### src/rtl/logic_ops_pkg.sv
// logic_ops_pkg: shared definitions for the logic unit arbiter.
//   - opcode constants for the bitwise logic unit
//   - FSM state encoding (IDLE/EXEC/RESP)
//   - logic_eval(): evaluates one bit position of an operation. It returns
//     {err, result}. An illegal opcode yields {1, 0}. Callers apply it
//     across all operand bits, which keeps it independent of operand width.
package logic_ops_pkg;

  localparam logic [2:0] OP_AND  = 3'd0;
  localparam logic [2:0] OP_OR   = 3'd1;
  localparam logic [2:0] OP_NAND = 3'd2;
  localparam logic [2:0] OP_NOR  = 3'd3;
  localparam logic [2:0] OP_XOR  = 3'd4;
  localparam logic [2:0] OP_XNOR = 3'd5;

  typedef enum logic [1:0] {
    IDLE = 2'd0,
    EXEC = 2'd1,
    RESP = 2'd2
  } state_t;

  function automatic logic [1:0] logic_eval(input logic [2:0] op,
                                            input logic       a,
                                            input logic       b);
    case (op)
      OP_AND:  return {1'b0, a & b};
      OP_OR:   return {1'b0, a | b};
      OP_NAND: return {1'b0, ~(a & b)};
      OP_NOR:  return {1'b0, ~(a | b)};
      OP_XOR:  return {1'b0, a ^ b};
      OP_XNOR: return {1'b0, ~(a ^ b)};
      default: return 2'b10;
    endcase
  endfunction

endpackage

### src/rtl/logic_unit_arbiter_rr_pick.sv
// rr_pick: combinational round-robin picker.
// Ports:
//   i_valid       [NREQ]  request valid vector
//   i_last        [IDW]   most recently granted requester
//   o_grant_valid         at least one request is valid
//   o_grant_id    [IDW]   winner index
//   o_grant       [NREQ]  one-hot winner (all zero when no winner)
// The search starts at i_last+1 and wraps modulo NREQ. The last
// granted requester therefore has the lowest priority.
module rr_pick #(
  parameter int NREQ = 4,
  parameter int IDW  = 2
) (
  input  logic [NREQ-1:0] i_valid,
  input  logic [IDW-1:0]  i_last,
  output logic            o_grant_valid,
  output logic [IDW-1:0]  o_grant_id,
  output logic [NREQ-1:0] o_grant
);

  always_comb begin
    int w_idx;
    o_grant_valid = 1'b0;
    o_grant_id    = '0;
    o_grant       = '0;
    w_idx         = 0;
    for (int k = 1; k <= NREQ; k++) begin
      w_idx = int'(i_last) + k;
      if (w_idx >= NREQ) w_idx = w_idx - NREQ;
      if (!o_grant_valid && i_valid[w_idx[IDW-1:0]]) begin
        o_grant_valid = 1'b1;
        o_grant_id    = w_idx[IDW-1:0];
      end
    end
    if (o_grant_valid) o_grant[o_grant_id] = 1'b1;
  end

endmodule

### src/rtl/logic_unit_arbiter.sv
// logic_unit_arbiter: NREQ requesters share one registered bitwise logic unit.
// The unit supports AND/OR/NAND/NOR/XOR/XNOR, and only one operation is in flight at a time.
// Ports:
//   clk, rst               clock; asynchronous active-high reset
//   req_valid/req_ready    per-requester request handshake (ready is one-hot or zero)
//   req_op/req_a/req_b     packed per-requester opcode (3b) and operands (WIDTH)
//   rsp_valid/rsp_ready    response handshake
//   rsp_data/rsp_id/rsp_err  result, owning requester, illegal-opcode flag
//   busy                   high whenever the FSM is not IDLE
//   op_count               completed responses, wraps modulo 2^CNTW
//   dbg_state              current FSM state encoding
// Handshake rule: a transfer happens on a rising edge where valid and ready
// are both high. A request's ready is asserted only in IDLE, combinationally
// from req_valid. A response stays valid with stable payload until it is
// accepted.
module logic_unit_arbiter
  import logic_ops_pkg::*;
#(
  parameter int NREQ  = 4,
  parameter int WIDTH = 8,
  parameter int IDW   = 2,
  parameter int CNTW  = 16
) (
  input  logic                  clk,
  input  logic                  rst,
  input  logic [NREQ-1:0]       req_valid,
  output logic [NREQ-1:0]       req_ready,
  input  logic [3*NREQ-1:0]     req_op,
  input  logic [WIDTH*NREQ-1:0] req_a,
  input  logic [WIDTH*NREQ-1:0] req_b,
  output logic                  rsp_valid,
  input  logic                  rsp_ready,
  output logic [WIDTH-1:0]      rsp_data,
  output logic [IDW-1:0]        rsp_id,
  output logic                  rsp_err,
  output logic                  busy,
  output logic [CNTW-1:0]       op_count,
  output logic [1:0]            dbg_state
);

  state_t           r_state;
  state_t           w_next;
  logic [IDW-1:0]   r_last;
  logic [2:0]       r_op;
  logic [WIDTH-1:0] r_a;
  logic [WIDTH-1:0] r_b;
  logic [IDW-1:0]   r_id;
  logic             r_rsp_valid;
  logic [WIDTH-1:0] r_rsp_data;
  logic [IDW-1:0]   r_rsp_id;
  logic             r_rsp_err;
  logic [CNTW-1:0]  r_count;

  logic             w_gv;
  logic [IDW-1:0]   w_gid;
  logic [NREQ-1:0]  w_grant;
  logic             w_take;
  logic [WIDTH-1:0] w_res;
  logic             w_err;
  logic [1:0]       w_bit;

  rr_pick #(
    .NREQ(NREQ),
    .IDW (IDW)
  ) u_pick (
    .i_valid      (req_valid),
    .i_last       (r_last),
    .o_grant_valid(w_gv),
    .o_grant_id   (w_gid),
    .o_grant      (w_grant)
  );

  always_ff @(posedge clk or posedge rst) begin
    if (rst) r_state <= IDLE;
    else     r_state <= w_next;
  end

  // Next state and the combinational request-ready. Ready is forced low
  // while reset is asserted so no grant is advertised during reset.
  always_comb begin
    w_next    = r_state;
    w_take    = 1'b0;
    req_ready = '0;
    case (r_state)
      IDLE: begin
        if (w_gv && !rst) begin
          req_ready = w_grant;
          w_take    = 1'b1;
          w_next    = EXEC;
        end
      end
      EXEC:    w_next = RESP;
      RESP:    if (rsp_ready) w_next = IDLE;
      default: w_next = IDLE;
    endcase
  end

  // Apply the per-bit evaluator across the captured operands. The err bit is
  // the same for every position, so the last one is kept.
  always_comb begin
    w_res = '0;
    w_err = 1'b0;
    w_bit = '0;
    for (int i = 0; i < WIDTH; i++) begin
      w_bit    = logic_eval(r_op, r_a[i], r_b[i]);
      w_res[i] = w_bit[0];
      w_err    = w_bit[1];
    end
  end

  always_ff @(posedge clk or posedge rst) begin
    if (rst) begin
      r_last      <= IDW'(NREQ - 1);
      r_op        <= '0;
      r_a         <= '0;
      r_b         <= '0;
      r_id        <= '0;
      r_rsp_valid <= 1'b0;
      r_rsp_data  <= '0;
      r_rsp_id    <= '0;
      r_rsp_err   <= 1'b0;
      r_count     <= '0;
    end else begin
      if (w_take) begin
        r_op   <= req_op[3*w_gid +: 3];
        r_a    <= req_a[WIDTH*w_gid +: WIDTH];
        r_b    <= req_b[WIDTH*w_gid +: WIDTH];
        r_id   <= w_gid;
        r_last <= w_gid;
      end
      if (r_state == EXEC) begin
        r_rsp_valid <= 1'b1;
        r_rsp_data  <= w_res;
        r_rsp_err   <= w_err;
        r_rsp_id    <= r_id;
      end
      if (r_state == RESP && rsp_ready) begin
        r_rsp_valid <= 1'b0;
        r_count     <= r_count + CNTW'(1);
      end
    end
  end

  assign rsp_valid = r_rsp_valid;
  assign rsp_data  = r_rsp_data;
  assign rsp_id    = r_rsp_id;
  assign rsp_err   = r_rsp_err;
  assign op_count  = r_count;
  assign busy      = (r_state != IDLE);
  assign dbg_state = r_state;

endmodule

### config.mk
export PLATFORM = sky130hd
export DESIGN_NAME = logic_unit_arbiter
export DESIGN_NICKNAME = d
export VERILOG_FILES = /design/src/rtl/logic_ops_pkg.sv /design/src/rtl/logic_unit_arbiter_rr_pick.sv /design/src/rtl/logic_unit_arbiter.sv
export SDC_FILE = /design/constraint.sdc
export NUM_CORES = 1
export LEC_CHECK = 0
export CAP_MARGIN = 20
export CORE_ASPECT_RATIO = 1.1
export CORE_MARGIN = 2
export CORE_UTILIZATION = 45
export DETAILED_ROUTE_END_ITERATION = 16
export PLACE_DENSITY = 0.88
export SYNTH_ARGS = -nofsm -noshare
export SYNTH_HDL_FRONTEND = slang
export SYNTH_SLANG_ARGS = --single-unit
### constraint.sdc
create_clock -name clk -period 3.2 [get_ports clk]
set_clock_uncertainty 0.2 [all_clocks]
set_input_delay 0.8 -clock clk [delete_from_list [all_inputs] [get_ports clk]]
set_output_delay 0.8 -clock clk [all_outputs]
set_load 0.05 [all_outputs]
**Word level (Yosys, flattened, before mapping)**

Cells that the tools add are included.

- Output and inout port bits: 35
- Input port bits: 83
- Logic and storage cells: 146
- Register bits: 53

- $mul: 1
- Magnitude comparators: 10
- Shifts and indexed selects: 3
- Bitwise gates (word level): 48
- Mux-type cells: 40
- Reductions and logical operators: 15
- $add $sub $neg: 9
- Equality and inequality tests: 9

Operator list:

| kind | number |
|---|---|
| 32-bit by 6-bit variable part select with 8-bit output | 2 |
| 1-bit one-hot mux with 6 select lines | 7 |
| 1-bit NOT | 24 |
| 2-bit two-way mux | 10 |
| 16-bit by 1-bit adder with 16-bit output (second input constant) | 1 |
| 2-bit by 3-bit less-than comparator with 1-bit output (second input constant) | 5 |
| 1-bit two-way mux | 13 |
| 4-bit two-way mux | 3 |
| 2-bit one-hot mux with 6 select lines | 1 |
| 12-bit by 5-bit variable part select with 3-bit output | 1 |
| 3-bit greater-or-equal comparator (second input constant) | 3 |
| 1-bit bitwise AND | 8 |
| 1-bit binary-select mux with 2-bit select | 4 |
| 1-bit bitwise OR | 8 |
| 2-bit by 1-bit subtractor with 2-bit output (second input constant) | 4 |
| 1-bit XOR | 8 |
| 2-bit by 2-bit adder with 3-bit output (second input constant) | 2 |
| 3-bit by 2-bit == test with 1-bit output (second input constant) | 2 |
| 3-bit == test (second input constant) | 2 |
| 1-bit logical AND | 6 |
| 2-bit one-hot mux with 3 select lines | 1 |
| 2-bit by 3-bit adder with 4-bit output (second input constant) | 1 |
| 4-bit by 3-bit greater-or-equal comparator with 1-bit output (second input constant) | 1 |
| 1-bit logical NOT | 4 |
| other kinds (12) | 14 |

**Longest topological paths before layout**

- Word-level depth: 22
- Depth in mapped cells: 7

**Cells and area by module**

From an unflattened synthesis, not the netlist that was laid out.

- Cells, all modules: 320
- Area, all modules: 3,308.2 µm²

By module, submodules not included:

| module | cells each | sequential area each (µm²) | times used | area an instance (µm²) |
|---|---|---|---|---|
| logic_unit_arbiter | 286 | 1,328.8 | 1 | 3,085.5 |
| rr_pick | 34 | 0.0 | 1 | 222.7 |

**Least setup slack after synthesis**

No wires, ideal clock.

- Path kind: flip-flop to output port
- Start: register r_state[1] (netlist: dbg_state[1])
- End: output port req_ready[0]
- Cell stages (with the launch flop): 6
- Data arrival time: 2,595 ps
- Setup slack: -395 ps
- Path through: dfrtp_1 or2_1 a211o_1 buf_2 buf_4 a21oi_1

- Longest elaborated chain between the ends: 2

Ends and longest elaborated chain:

| item | line | text |
|---|---|---|
| from (decl) | logic_unit_arbiter.sv:41 | `state_t r_state;` |
| from (signal assigned) | logic_unit_arbiter.sv:75 | `else r_state <= w_next;` |
| 2-bit logical NOT | logic_unit_arbiter.sv:84 | `case (r_state)` |
| 4-bit two-way mux | logic_unit_arbiter.sv:84 |  |
| to (decl) | logic_unit_arbiter.sv:27 | `output logic [NREQ-1:0] req_ready,` |

Every way passes these cells.

**Worst setup path after layout**

- Start: input port req_valid[2]
- End: output port req_ready[3]

- Longest elaborated chain between the ends: 19
- Elaborated cells on any way between the ends: 31
- Those cells by class: 2 x order compare; 21 x mux; 8 x reduce/logical

Ends and longest elaborated chain:

| item | line | text |
|---|---|---|
| from (decl) | logic_unit_arbiter.sv:26 | `input logic [NREQ-1:0] req_valid,` |
| 1-bit binary-select mux with 2-bit select | logic_unit_arbiter_rr_pick.sv:30 | `if (!o_grant_valid && i_valid[w_idx[IDW-1:0]]) begin` |
| 1-bit two-way mux (not written as such) | logic_unit_arbiter_rr_pick.sv:30 |  |
| 1-bit two-way mux | logic_unit_arbiter_rr_pick.sv:30 |  |
| 1-bit logical NOT | logic_unit_arbiter_rr_pick.sv:30 |  |
| 1-bit logical AND | logic_unit_arbiter_rr_pick.sv:30 |  |
| 1-bit two-way mux | logic_unit_arbiter_rr_pick.sv:30 |  |
| 1-bit logical NOT | logic_unit_arbiter_rr_pick.sv:30 |  |
| 1-bit logical AND | logic_unit_arbiter_rr_pick.sv:30 |  |
| [3 not listed] | n/a |  |
| 2-bit two-way mux | logic_unit_arbiter_rr_pick.sv:30 |  |
| 2-bit by 3-bit less-than comparator with 1-bit output (not written as such) / 2-bit by 1-bit greater-or-equal comparator with 1-bit output (equally long branches) | logic_unit_arbiter_rr_pick.sv:35 | `if (o_grant_valid) o_grant[o_grant_id] = 1'b1;` |
| 1-bit logical AND (not written as such) | logic_unit_arbiter_rr_pick.sv:35 |  |
| 1-bit two-way mux (not written as such) | logic_unit_arbiter_rr_pick.sv:35 |  |
| 1-bit demux with 2-bit select | n/a |  |
| 4-bit two-way mux | logic_unit_arbiter_rr_pick.sv:35 |  |
| 4-bit two-way mux (*) | logic_unit_arbiter.sv:86 | `if (w_gv && !rst) begin` |
| 4-bit two-way mux (*) | logic_unit_arbiter.sv:84 |  |

Mark *: on every way between the ends. The rest lies on a longest branch, timed or not. The select of a mux whose other input is x is not followed.

==> summary.md <==
VDD sags by at most 0.379 mV. After clock tree synthesis, the clock-pin slew on the worst setup and hold paths is 90 ps. Global router's overall resource usage: 20.4%. Remaining global-route overflow: 0. The tools report the static power due to leakage as 2.21 nW.

After synthesis, the mean cell area works out to 9.89 µm². In this run, placement finished with an instance count of 580. The tools report the number of clock sinks as 53.

The die is 88.9 µm wide. Fill cells in the final layout number 616. Number of slew-limit violations in the final report: 0.

Across all layers, the routed design uses 3137 vias. For this run, the detailed router's first-pass iteration total came to 4. The reported max-cap violation count came out at 0.

The count of state elements after synthesis came out at 53. The number of hold violations in the final report is 0. Counting the buffers created by CTS gives 5. The number of design-rule violations left by the first detailed-router iteration was 104.

For the number of global-route vias before repair, the log shows 3122. TritonCTS built the clock tree. The logs give 0 for the DRC violation count after routing and 6790 µm for the detailed placer's ending HPWL.

The logs give 0.806 for the final weighted congestion in routability-driven placement and 4.06 mW for the overall power. The tools report the number of instances in the synthesized netlist as 361. Predominant post-synthesis flop cell: sky130_fd_sc_hd__dfrtp_1. For the highest attainable clock frequency, the log shows 316 MHz. For the pin with the worst max-slew slack, the measured transition is 850 ps.

In the final design database the tool counted 580 nets. Total number of yosys warnings: 0. In the routed layout, each cell is associated on average with a via count of 5.33. Yosys attributes the largest share of cell area to sky130_fd_sc_hd__dfrtp_1 (36%), sky130_fd_sc_hd__xnor2_1 (6.1%), sky130_fd_sc_hd__ha_1 (6.0%). After layout, the worst path uses 98.8% of the clock period. Cells with a size suffix above 1 make up 15.8% of the layout. Setup violations remaining at the end of the flow were counted as 0. Data on the critical path is required at its endpoint by 2200 ps.

The run gives 461 as the number of nets in the synthesized netlist. From bottom edge to top edge, the die measures 97.4 µm. The count of nets left with antenna violations once routing finished came out at 0. The repair_antennas step left the layout with diodes totalling 0. The top-level I/O count is 118, and the detailed-route wire length is 8780 µm. The finished layout holds 589 standard cells, fillers aside. The flow ran to the end, and the final reports show no timing, DRC or antenna violations. The synthesized design devotes to its leading area cell type 35.7% of total area. Entering global routing, the biggest net connects 54 pins. The setup TNS is 0 ps, and the final critical path time including I/O delays and setup is 3160 ps. The worst setup path is of the input pin to primary output kind.

The worst setup path is launched from an input pin. For the utilization after layout, the log shows 64.6%. Once the floorplan was initialized, standard cells occupied 45.9% of the core.

Setup repair after global routing could not meet its margin everywhere. The worst hold margin was 279 ps. The worst path arrival time is 2160 ps, and the total power per unit cell area is 807 mW/mm². Once routing completed, OpenROAD measured the worst setup slack at 39.8 ps. The tools report the total non-filler cell area in the finished layout as 0.00503 mm². Along the worst path, the maximum fanout reaches 3.

In the final routed layout, each cell accounts on average for 14.9 µm. The global-route wire length before repair is 14300 µm. Timing analysis after detailed placement gives a worst setup slack of -229 ps. Cell type contributing the most total cell area after synthesis: sky130_fd_sc_hd__dfrtp_1.

The worst hold-check path type was flip-flop to flip-flop. The number of enable flip-flop cells after synthesis is 0, and the fraction of registers with async set/reset is 100%. The share of the Yosys chip area taken by registers is 37.2%. No sink is reached through more buffers than the 2 on the longest clock path. Headroom to the max-slew limit came out at 43.3%.

Compared with the post-synthesis result, the final layout area differs by 40.9%. The later pin in the worst-skew pair is clocked with a latency of 300 ps. The die covers 0.00866 mm². The number of antenna violations at the first check in global routing is 0, and the area of the core is 0.00778 mm².

The area of placed instances is 0.00489 mm². The mapped netlist covers 0.00357 mm². Count of cell types in the netlist: 52. The tools report the endpoint type of the worst setup path as a primary output. The buffer type at the clock tree root was sky130_fd_sc_hd__clkbuf_8. The H-tree was split into 2 levels. After floorplanning, the core was divided into 34 placement rows. The count of buffers from port buffering was 117.
[cells in the mapped netlist (9+ instances only)]
library cell and instances:
sky130_fd_sc_hd__nor2_1 20, sky130_fd_sc_hd__xnor2_1 25, sky130_fd_sc_hd__ha_1 17, sky130_fd_sc_hd__a221oi_2 10, sky130_fd_sc_hd__a21oi_1 9, sky130_fd_sc_hd__and3_1 17, sky130_fd_sc_hd__o21ai_1 10, sky130_fd_sc_hd__nand2_1 10
sky130_fd_sc_hd__o21ai_0 13, sky130_fd_sc_hd__nand3_1 14, sky130_fd_sc_hd__a21boi_0 14, sky130_fd_sc_hd__o22ai_1 10, sky130_fd_sc_hd__inv_1 30, sky130_fd_sc_hd__dfrtp_1 51
[logic make-up after synthesis]
kind of cell | share of synthesized area (%)
simple gates | 11.6
flops | 37.2
buf+inv | 7.46
fa+ha+maj | 5.96
xor+xnor | 7.60
compound gates | 27.3
mux | 2.87
[worst max-delay path: stages]
cell	delay, ps
sky130_fd_sc_hd__clkdlybuf4s50_1	490
sky130_fd_sc_hd__nor2_2	60
sky130_fd_sc_hd__buf_4	150
sky130_fd_sc_hd__a31oi_2	220
sky130_fd_sc_hd__nand3_4	140
sky130_fd_sc_hd__nor2b_4	150
sky130_fd_sc_hd__buf_8	150
[path summary, 6_finish.rpt]
| path | endpoint | depth (start not counted) | start | slack [ps] |
|---|---|---|---|---|
| hold / removal | op_count[15]$_DFFE_PP0P_ | 1 | op_count[15]$_DFFE_PP0P_ | 280 |
| max in group asynchronous | r_b[5]$_DFFE_PP0P_ | 3 | rst | 1540 |
| hold reg to reg | op_count[15]$_DFFE_PP0P_ | 1 | op_count[15]$_DFFE_PP0P_ | 280 |
| setup reg to reg | r_b[6]$_DFFE_PP0P_ | 6 | r_last[1]$_DFFE_PP1P_ | 1000 |
| setup / recovery | req_ready[3] | 7 | req_valid[2] | 40 |
| min in group asynchronous | r_b[4]$_DFFE_PP0P_ | 3 | rst | 820 |
[where the power goes]
group / internal [mW] / switching [mW]
sequential: 0.915 / 0.290
clock: 0.196 / 0.207
combinational: 1.10 / 1.35
total: 2.22 / 1.84
[cell type report]
cell class	count	area, µm²	share of cell area, %
multi-input combinational	252	2010	39.9
clock buffer	7	96.3	1.91
timing repair buffer	137	1340	26.7
tap	108	135	2.69
inverter	31	116	2.31
clock inverter	1	5.00	0.0995
sequential	53	1330	26.4
[registers in the layout, summed over array words and instances, names as in the netlist]
| name | cells |
|---|---|
| dbg_state | 2 |
| op_count | 16 |
| r_a | 8 |
| r_b | 8 |
| r_id | 2 |
| r_last | 2 |
| r_op | 3 |
| rsp_data | 8 |
| rsp_err | 1 |
| rsp_id | 2 |
| rsp_valid | 1 |
[placed cells by master (no fill, tap or decap), types with 13 or more instances in the layout]
cell	instances
sky130_fd_sc_hd__a21boi_0	14
sky130_fd_sc_hd__and3_1	17
sky130_fd_sc_hd__buf_4	20
sky130_fd_sc_hd__clkdlybuf4s50_1	110
sky130_fd_sc_hd__dfrtp_1	51
sky130_fd_sc_hd__ha_1	17
sky130_fd_sc_hd__inv_1	29
sky130_fd_sc_hd__nand3_1	13
sky130_fd_sc_hd__nor2_1	19
sky130_fd_sc_hd__o21ai_0	13
sky130_fd_sc_hd__xnor2_1	25
[metal layers]
| metal | vias up | wire, µm | global-route usage (%) |
|---|---|---|---|
| met2 | 97 | 4560 | 35.5 |
| met4 | 0 | 175 | 6.20 |
| met1 | 1487 | 3620 | 25.5 |
| met3 | 15 | 428 | 3.40 |
| li1 | 1538 | - | - |
| met5 | - | 0 | 0 |
[timing repair]
| action | 4_1_cts | 5_1_grt |
|---|---|---|
| endpoints found under the setup margin | 4 | 2 |
| hold buffers | 0 | 0 |
| endpoints found under the hold margin | 0 | 0 |
| setup buffers | 1 | 0 |
| pin swaps | 1 | 0 |
| resized for setup | 11 | 1 |
No activity file was read; power rests on OpenSTA's default activity.
